===== config.mk =====
export PLATFORM = sky130hd
export DESIGN_NAME = innings_controller
export DESIGN_NICKNAME = d
export VERILOG_FILES = /design/src/rtl/innings_controller.sv
export SDC_FILE = /design/constraint.sdc
export NUM_CORES = 1
export LEC_CHECK = 0
export CORE_MARGIN = 3
export CORE_UTILIZATION = 50
export DETAILED_ROUTE_END_ITERATION = 12
export DONT_BUFFER_PORTS = 1
export MAX_ROUTING_LAYER = met4
export PLACE_DENSITY = 0.67
export SYNTH_ARGS = -nofsm -noshare
export SYNTH_HDL_FRONTEND = slang
export SYNTH_SLANG_ARGS = --single-unit
export TNS_END_PERCENT = 100

===== constraint.sdc =====
create_clock -name clk_fpga -period 5 [get_ports clk_fpga]
set_input_delay 1 -clock clk_fpga [delete_from_list [all_inputs] [get_ports clk_fpga]]
set_output_delay 1 -clock clk_fpga [all_outputs]
set_load 0.02 [all_outputs]

===== src/rtl/innings_controller.sv =====
// innings_controller
// Match-state engine feeding the LED/ball-count display and seven-segment paths.
// It counts runs, wickets and legal balls for each team, sequences the two
// innings with a timed break between them, and declares the winner.
// Optional feature macro: FREE_HIT_EN. When it is defined, a no-ball arms a
// free hit, and a wicket code on the free-hit delivery counts as a dot ball.
//
// state | meaning
// ------+---------------------------------------------------------------
// BAT1  | team1 batting; deliveries accepted
// BREAK | inning break; down-counter running; deliveries ignored
// BAT2  | team2 batting (chasing); deliveries accepted
// OVER  | match finished; winner latched; everything frozen until reset
module innings_controller #(
    parameter int BALLS_PER_INNING   = 12,
    parameter int WICKETS_PER_INNING = 3,
    parameter int BREAK_CYCLES       = 50_000_000
) (
    input  logic       clk_fpga,
    input  logic       reset,
    input  logic       delivery,
    input  logic [3:0] lfsr_out,
    output logic       teamSwitch,
    output logic       inningOver,
    output logic       gameOver,
    output logic [6:0] ballCount,
    output logic [7:0] team1Runs,
    output logic [7:0] team2Runs,
    output logic [3:0] team1Wkts,
    output logic [3:0] team2Wkts,
    output logic [3:0] lastOutcome,
    output logic [1:0] winner
);

    localparam int CW = $clog2(BREAK_CYCLES + 1);

    typedef enum logic [1:0] {
        BAT1  = 2'd0,
        BREAK = 2'd1,
        BAT2  = 2'd2,
        OVER  = 2'd3
    } state_t;

    state_t          r_state;
    logic [CW-1:0]   r_break_cnt;
    logic            r_team_switch;
    logic            r_inning_over;
    logic            r_game_over;
    logic [6:0]      r_ball_count;
    logic [7:0]      r_team1_runs;
    logic [7:0]      r_team2_runs;
    logic [3:0]      r_team1_wkts;
    logic [3:0]      r_team2_wkts;
    logic [3:0]      r_last_outcome;
    logic [1:0]      r_winner;
`ifdef FREE_HIT_EN
    logic            r_free_hit;
`endif

    logic [3:0]      w_runs_add;
    logic            w_legal;
    logic            w_wicket;
    logic            w_no_ball;
    logic            w_free_hit;
    logic [7:0]      w_cur_runs;
    logic [3:0]      w_cur_wkts;
    logic [8:0]      w_sum;
    logic [7:0]      w_runs_new;
    logic [3:0]      w_wkts_new;
    logic [6:0]      w_balls_new;
    logic            w_balls_done;
    logic            w_wkts_done;

`ifdef FREE_HIT_EN
    assign w_free_hit = r_free_hit;
`else
    assign w_free_hit = 1'b0;
`endif

    // Outcome decode: runs to add, whether the ball is legal, whether it takes a wicket
    always_comb begin
        w_runs_add = 4'd0;
        w_legal    = 1'b1;
        w_wicket   = 1'b0;
        w_no_ball  = 1'b0;
        case (lfsr_out)
            4'd2, 4'd3, 4'd4: w_runs_add = 4'd1;
            4'd5, 4'd6:       w_runs_add = 4'd2;
            4'd7:             w_runs_add = 4'd3;
            4'd8, 4'd9:       w_runs_add = 4'd4;
            4'd10, 4'd11:     w_runs_add = 4'd6;
            4'd12:            w_wicket   = ~w_free_hit;
            4'd13: begin
                w_runs_add = 4'd1;
                w_legal    = 1'b0;
            end
            4'd14: begin
                w_runs_add = 4'd1;
                w_legal    = 1'b0;
                w_no_ball  = 1'b1;
            end
            default: w_runs_add = 4'd0;
        endcase
    end

    // Post-delivery values for whichever team is batting; runs saturate at 255
    always_comb begin
        w_cur_runs   = (r_state == BAT2) ? r_team2_runs : r_team1_runs;
        w_cur_wkts   = (r_state == BAT2) ? r_team2_wkts : r_team1_wkts;
        w_sum        = {1'b0, w_cur_runs} + {5'd0, w_runs_add};
        w_runs_new   = w_sum[8] ? 8'hFF : w_sum[7:0];
        w_wkts_new   = w_cur_wkts + {3'd0, w_wicket};
        w_balls_new  = r_ball_count + {6'd0, w_legal};
        w_balls_done = (w_balls_new == 7'(BALLS_PER_INNING));
        w_wkts_done  = (w_wkts_new == 4'(WICKETS_PER_INNING));
    end

    // Match FSM with all outputs registered alongside the state
    always_ff @(posedge clk_fpga or posedge reset) begin
        if (reset) begin
            r_state        <= BAT1;
            r_break_cnt    <= '0;
            r_team_switch  <= 1'b0;
            r_inning_over  <= 1'b0;
            r_game_over    <= 1'b0;
            r_ball_count   <= 7'd0;
            r_team1_runs   <= 8'd0;
            r_team2_runs   <= 8'd0;
            r_team1_wkts   <= 4'd0;
            r_team2_wkts   <= 4'd0;
            r_last_outcome <= 4'd0;
            r_winner       <= 2'b00;
`ifdef FREE_HIT_EN
            r_free_hit     <= 1'b0;
`endif
        end else begin
            case (r_state)
                BAT1: begin
                    if (delivery) begin
                        r_last_outcome <= lfsr_out;
                        r_ball_count   <= w_balls_new;
                        r_team1_runs   <= w_runs_new;
                        r_team1_wkts   <= w_wkts_new;
`ifdef FREE_HIT_EN
                        if (w_no_ball)
                            r_free_hit <= 1'b1;
                        else if (w_legal)
                            r_free_hit <= 1'b0;
`endif
                        if (w_balls_done || w_wkts_done) begin
                            r_state       <= BREAK;
                            r_inning_over <= 1'b1;
                            r_break_cnt   <= CW'(BREAK_CYCLES - 1);
`ifdef FREE_HIT_EN
                            r_free_hit    <= 1'b0;
`endif
                        end
                    end
                end
                BREAK: begin
                    if (r_break_cnt == '0) begin
                        r_state       <= BAT2;
                        r_team_switch <= 1'b1;
                        r_inning_over <= 1'b0;
                        r_ball_count  <= 7'd0;
                    end else begin
                        r_break_cnt <= r_break_cnt - CW'(1);
                    end
                end
                BAT2: begin
                    if (delivery) begin
                        r_last_outcome <= lfsr_out;
                        r_ball_count   <= w_balls_new;
                        r_team2_runs   <= w_runs_new;
                        r_team2_wkts   <= w_wkts_new;
`ifdef FREE_HIT_EN
                        if (w_no_ball)
                            r_free_hit <= 1'b1;
                        else if (w_legal)
                            r_free_hit <= 1'b0;
`endif
                        // Chase is checked first so an extra can still win the match
                        if ((w_runs_new > r_team1_runs) || w_balls_done || w_wkts_done) begin
                            r_state       <= OVER;
                            r_inning_over <= 1'b1;
                            r_game_over   <= 1'b1;
`ifdef FREE_HIT_EN
                            r_free_hit    <= 1'b0;
`endif
                            if (w_runs_new > r_team1_runs)
                                r_winner <= 2'b10;
                            else if (w_runs_new < r_team1_runs)
                                r_winner <= 2'b01;
                            else
                                r_winner <= 2'b11;
                        end
                    end
                end
                default: begin
                    r_state <= OVER;
                end
            endcase
        end
    end

    // The no-ball decode only feeds the free-hit flag; keep it referenced otherwise
    logic w_unused;
    assign w_unused = w_no_ball & 1'b0;

    assign teamSwitch  = r_team_switch;
    assign inningOver  = r_inning_over;
    assign gameOver    = r_game_over;
    assign ballCount   = r_ball_count;
    assign team1Runs   = r_team1_runs;
    assign team2Runs   = r_team2_runs;
    assign team1Wkts   = r_team1_wkts;
    assign team2Wkts   = r_team2_wkts;
    assign lastOutcome = r_last_outcome;
    assign winner      = r_winner;

endmodule

==> flow_summary.yaml <==
route:
  route.detailed.vias_per_inst: 5.79
  routed_wire_length_per_instance_um: 16.0
  drt.antenna.violating_nets: 0
  drt-pass1-iter-count: 5
  wl_mm: 9.00
  drc: 0
  drt_iter0_drc: 144
  vias: 3250
critical_path:
  crit_end: "gameOver"
  worst_ep_required_time_ps: 5210
  crit_start: "lfsr_out[3]"
  critical_path.n_buffers_inverters: 3
  worst_path_max_delay_cell: "fa_1"
  path_common_cell: "a21oi_1"
  critical_path_cell_count: 20
  critPathKind: "input port to register"
  worstPathArrival_ps: 4680
  cp_top_family: "compound AO/OA/AOI/OAI gates"
  critical_path.reg2reg.endpoint: "gameOver"
  timing.critical_path.slowest_cell_delay_ps: 400
  reg2regPathDepth: 18
  ff2ff_setup_slack_ps: 670
  critical_path.reg2reg.startpoint: "r_state[1]"
  end_kind: "register"
  cp_max_fo: 8
  crit_chain: "nand2_1 -> mux2_2 -> a21oi_1 -> a21o_1 -> ha_1 -> inv_1 -> fa_1 -> nor2b_1 -> o21bai_1 -> nor3_1 -> buf_4 -> nor2_1 -> inv_1 -> ha_1 -> a21oi_1 -> o21a_1 -> nand2b_1 -> o21ai_0 -> a21oi_1 -> or2_2"
  startpoint_type_of_the_worst_setup_path: "input port"
yosys:
  synth.lib_cells_used.distinct: 53
  synthDominantCellAreaShare_pct: 42.6
  synth_seq_area_share_pct: 42.6
  synth.cells.most_frequent: "nand2_1 (72), dfrtp_1 (68), o21ai_0 (42), nor2_1 (35), a21oi_1 (28)"
  synth-main-ff-cell: "dfrtp_1"
  post_synth_instance_area_um2: 4000
  synth.yosys.warnings: 0
  synth_top_area_cell: "dfrtp_1"
  most_area_consuming_cells_after_synthesis: "dfrtp_1 (43%), nand2_1 (6.8%), o21ai_0 (5.3%)"
  postSynthCellCount: 462
  postSynthAreaPerCell_um2: 8.65
  count_leader_synth: "nand2_1"
  ys_ff_latch: 68
  synth_enable_flop_cells: 0
  synthesis.nets: 486
  share_of_async_settable_or_async_resettable_flops_after_synthesis_pct: 100
clock_tree:
  cts_tree: "built"
  cts_buffers: 9
  clk_root_buffer_cell: "clkbuf_8"
  htree_num_levels: 3
  holdBufCountCts: 0
  clock_sinks: 68
  post_cts.repair.setup_buffers: 0
  worstSkewPairLatency_ps: 340
  post_cts_resize_count: 0
  clk_pin_slew_worst_paths_ps: 80
  max-clock-path-buffers: 2
sta:
  post-route-worst-setup-slack_ps: 533
  rsz0062_at_grt: "false"
  finalSetupViolCount: 0
  period_share_pct: 89.3
  maxSlewViolCount: 0
  worst_slew_pin_slew_ps: 984
  finalWorstPathRequiredPeriod_ps: 4470
  fin_setup_tns_ps: 0
  maxSlewHeadroom_pct: 34.0
  finClkSkew_ps: 10.8
  final-hold-violation-count: 0
  max_freq_ghz: 0.224
  final.hold.worst_slack_ps: 521
floorplan:
  die_area_um2: 9100
  chipHeight_um: 95.4
  chipWidth_um: 95.4
  core_area_um2: 7490
  num_io_pins: 47
  number_of_placement_rows: 31
  initial_utilization_pct: 53.4
grt:
  antenna_violations_before_repair: 0
  overflow: 0
  grt_pass1_vias: 3138
  total_track_usage_pct: 21.8
  grt_pass1_wl_mm: 15.1
  grt_max_degree: 41
outcome:
  status: "finished clean"
placed_design:
  globalplace.congestion: 0.834
  post-place-ws_ps: 220
  post-dp-hpwl_mm: 6.42
  portBuffers: 0
  dp_cells: 545
layout:
  drive_above_1_share_pct: 9.09
  multi_input_gate_area_um2: 2110
  area.growth.synth_to_final_pct: 6.89
  n_fill_cell: 678
  fin_nets: 481
  stdcell_count: 561
  n_antenna_cell: 0
  seq_area_um2: 1700
hold_path:
  min-delay-path-class: "register to register"
pwr:
  p_leak_nw: 1.90
  worst_ir_drop_vdd_mv: 0.146
  design_power_total_w: 0.00106
  total_power_density_per_cell_area_nw_per_um2: 249
flow_run:
  cap_viol_max_count: 0
-- power by group --
part	leakage, nW	internal [W]	switching, W
Clock	0.102	0.000256	0.000209
Combinational	0.908	0.0000130	0.0000239
Sequential	0.888	0.000553	0.00000608
-- worst min path at each step --
stage                          from              end  slack (ps)  cells past startpoint
global placement     r_break_cnt[0]   r_break_cnt[0]         510                      1
detailed placement   r_break_cnt[0]   r_break_cnt[0]         510                      1
floorplan            r_break_cnt[0]   r_break_cnt[0]         480                      1
CTS                  r_break_cnt[0]   r_break_cnt[0]         520                      1
finish               r_break_cnt[0]   r_break_cnt[0]         520                      1
global route        r_break_cnt[19]  r_break_cnt[19]         560                      1
-- placed cells by master (no fill, tap or decap), drive strengths merged, types with 3 or more instances in the layout --
master,count
clkbuf,12
dfrtp,68
xnor2,8
mux2i,4
nand4,3
a31oi,5
nor4,7
nand3,14
a21oi,28
buf,5
or2,7
o21ai,43
xor2,6
nand2b,3
nor2,35
a211oi,3
nand3b,6
or4,9
nor2b,7
o41ai,4
ha,16
inv,24
mux2,6
nand2,72
a21o,6
o21a,7
nor3,16
o31ai,6
and2,3
o21bai,3
-- cell families after synthesis --
logic type | share of synthesized area (%)
flip-flops | 42.6
multiplexers | 3.26
adder cells (fa/ha/maj) | 5.51
buffers and inverters | 4.54
AND/OR/NAND/NOR | 23.6
XOR/XNOR | 3.07
AO/OA/AOI/OAI | 17.5
-- layout make-up --
type                       instances  area share [%]
timing repair buffer               5           0.879
inverter                          24            2.11
tap                               99            2.90
clock inverter                     4            1.11
clock buffer                      12            3.63
multi-input combinational        349            49.5
sequential                        68            39.8
-- metal layers --
metal	track usage, %	vias up	part of all wire, %	routed length [um]
met5	-	-	0	0
met4	7.35	0	1.6	141
met3	5.05	12	6.8	612
met2	32.2	89	44	3990
met1	29.7	1526	47	4260
li1	-	1623	-	-
-- metrics by stage --
stage	instance area (um^2)	utilization, %
2_1_floorplan	4000	-
3_3_place_gp	4070	54.3
3_5_place_dp	4070	54.3
4_1_cts	4270	57.0
5_1_grt	4270	57.0
6_report	4270	57.0
-- state kept, by name, summed over array words and instances (netlist names) --
name         cells
ballCount        7
inningOver       1
r_state          2
team1Runs        8
team1Wkts        4
teamSwitch       1
lastOutcome      4
winner           2
gameOver         1
team2Runs        8
team2Wkts        4
r_break_cnt     26
Note: power is estimated with default switching activity, not from simulation.
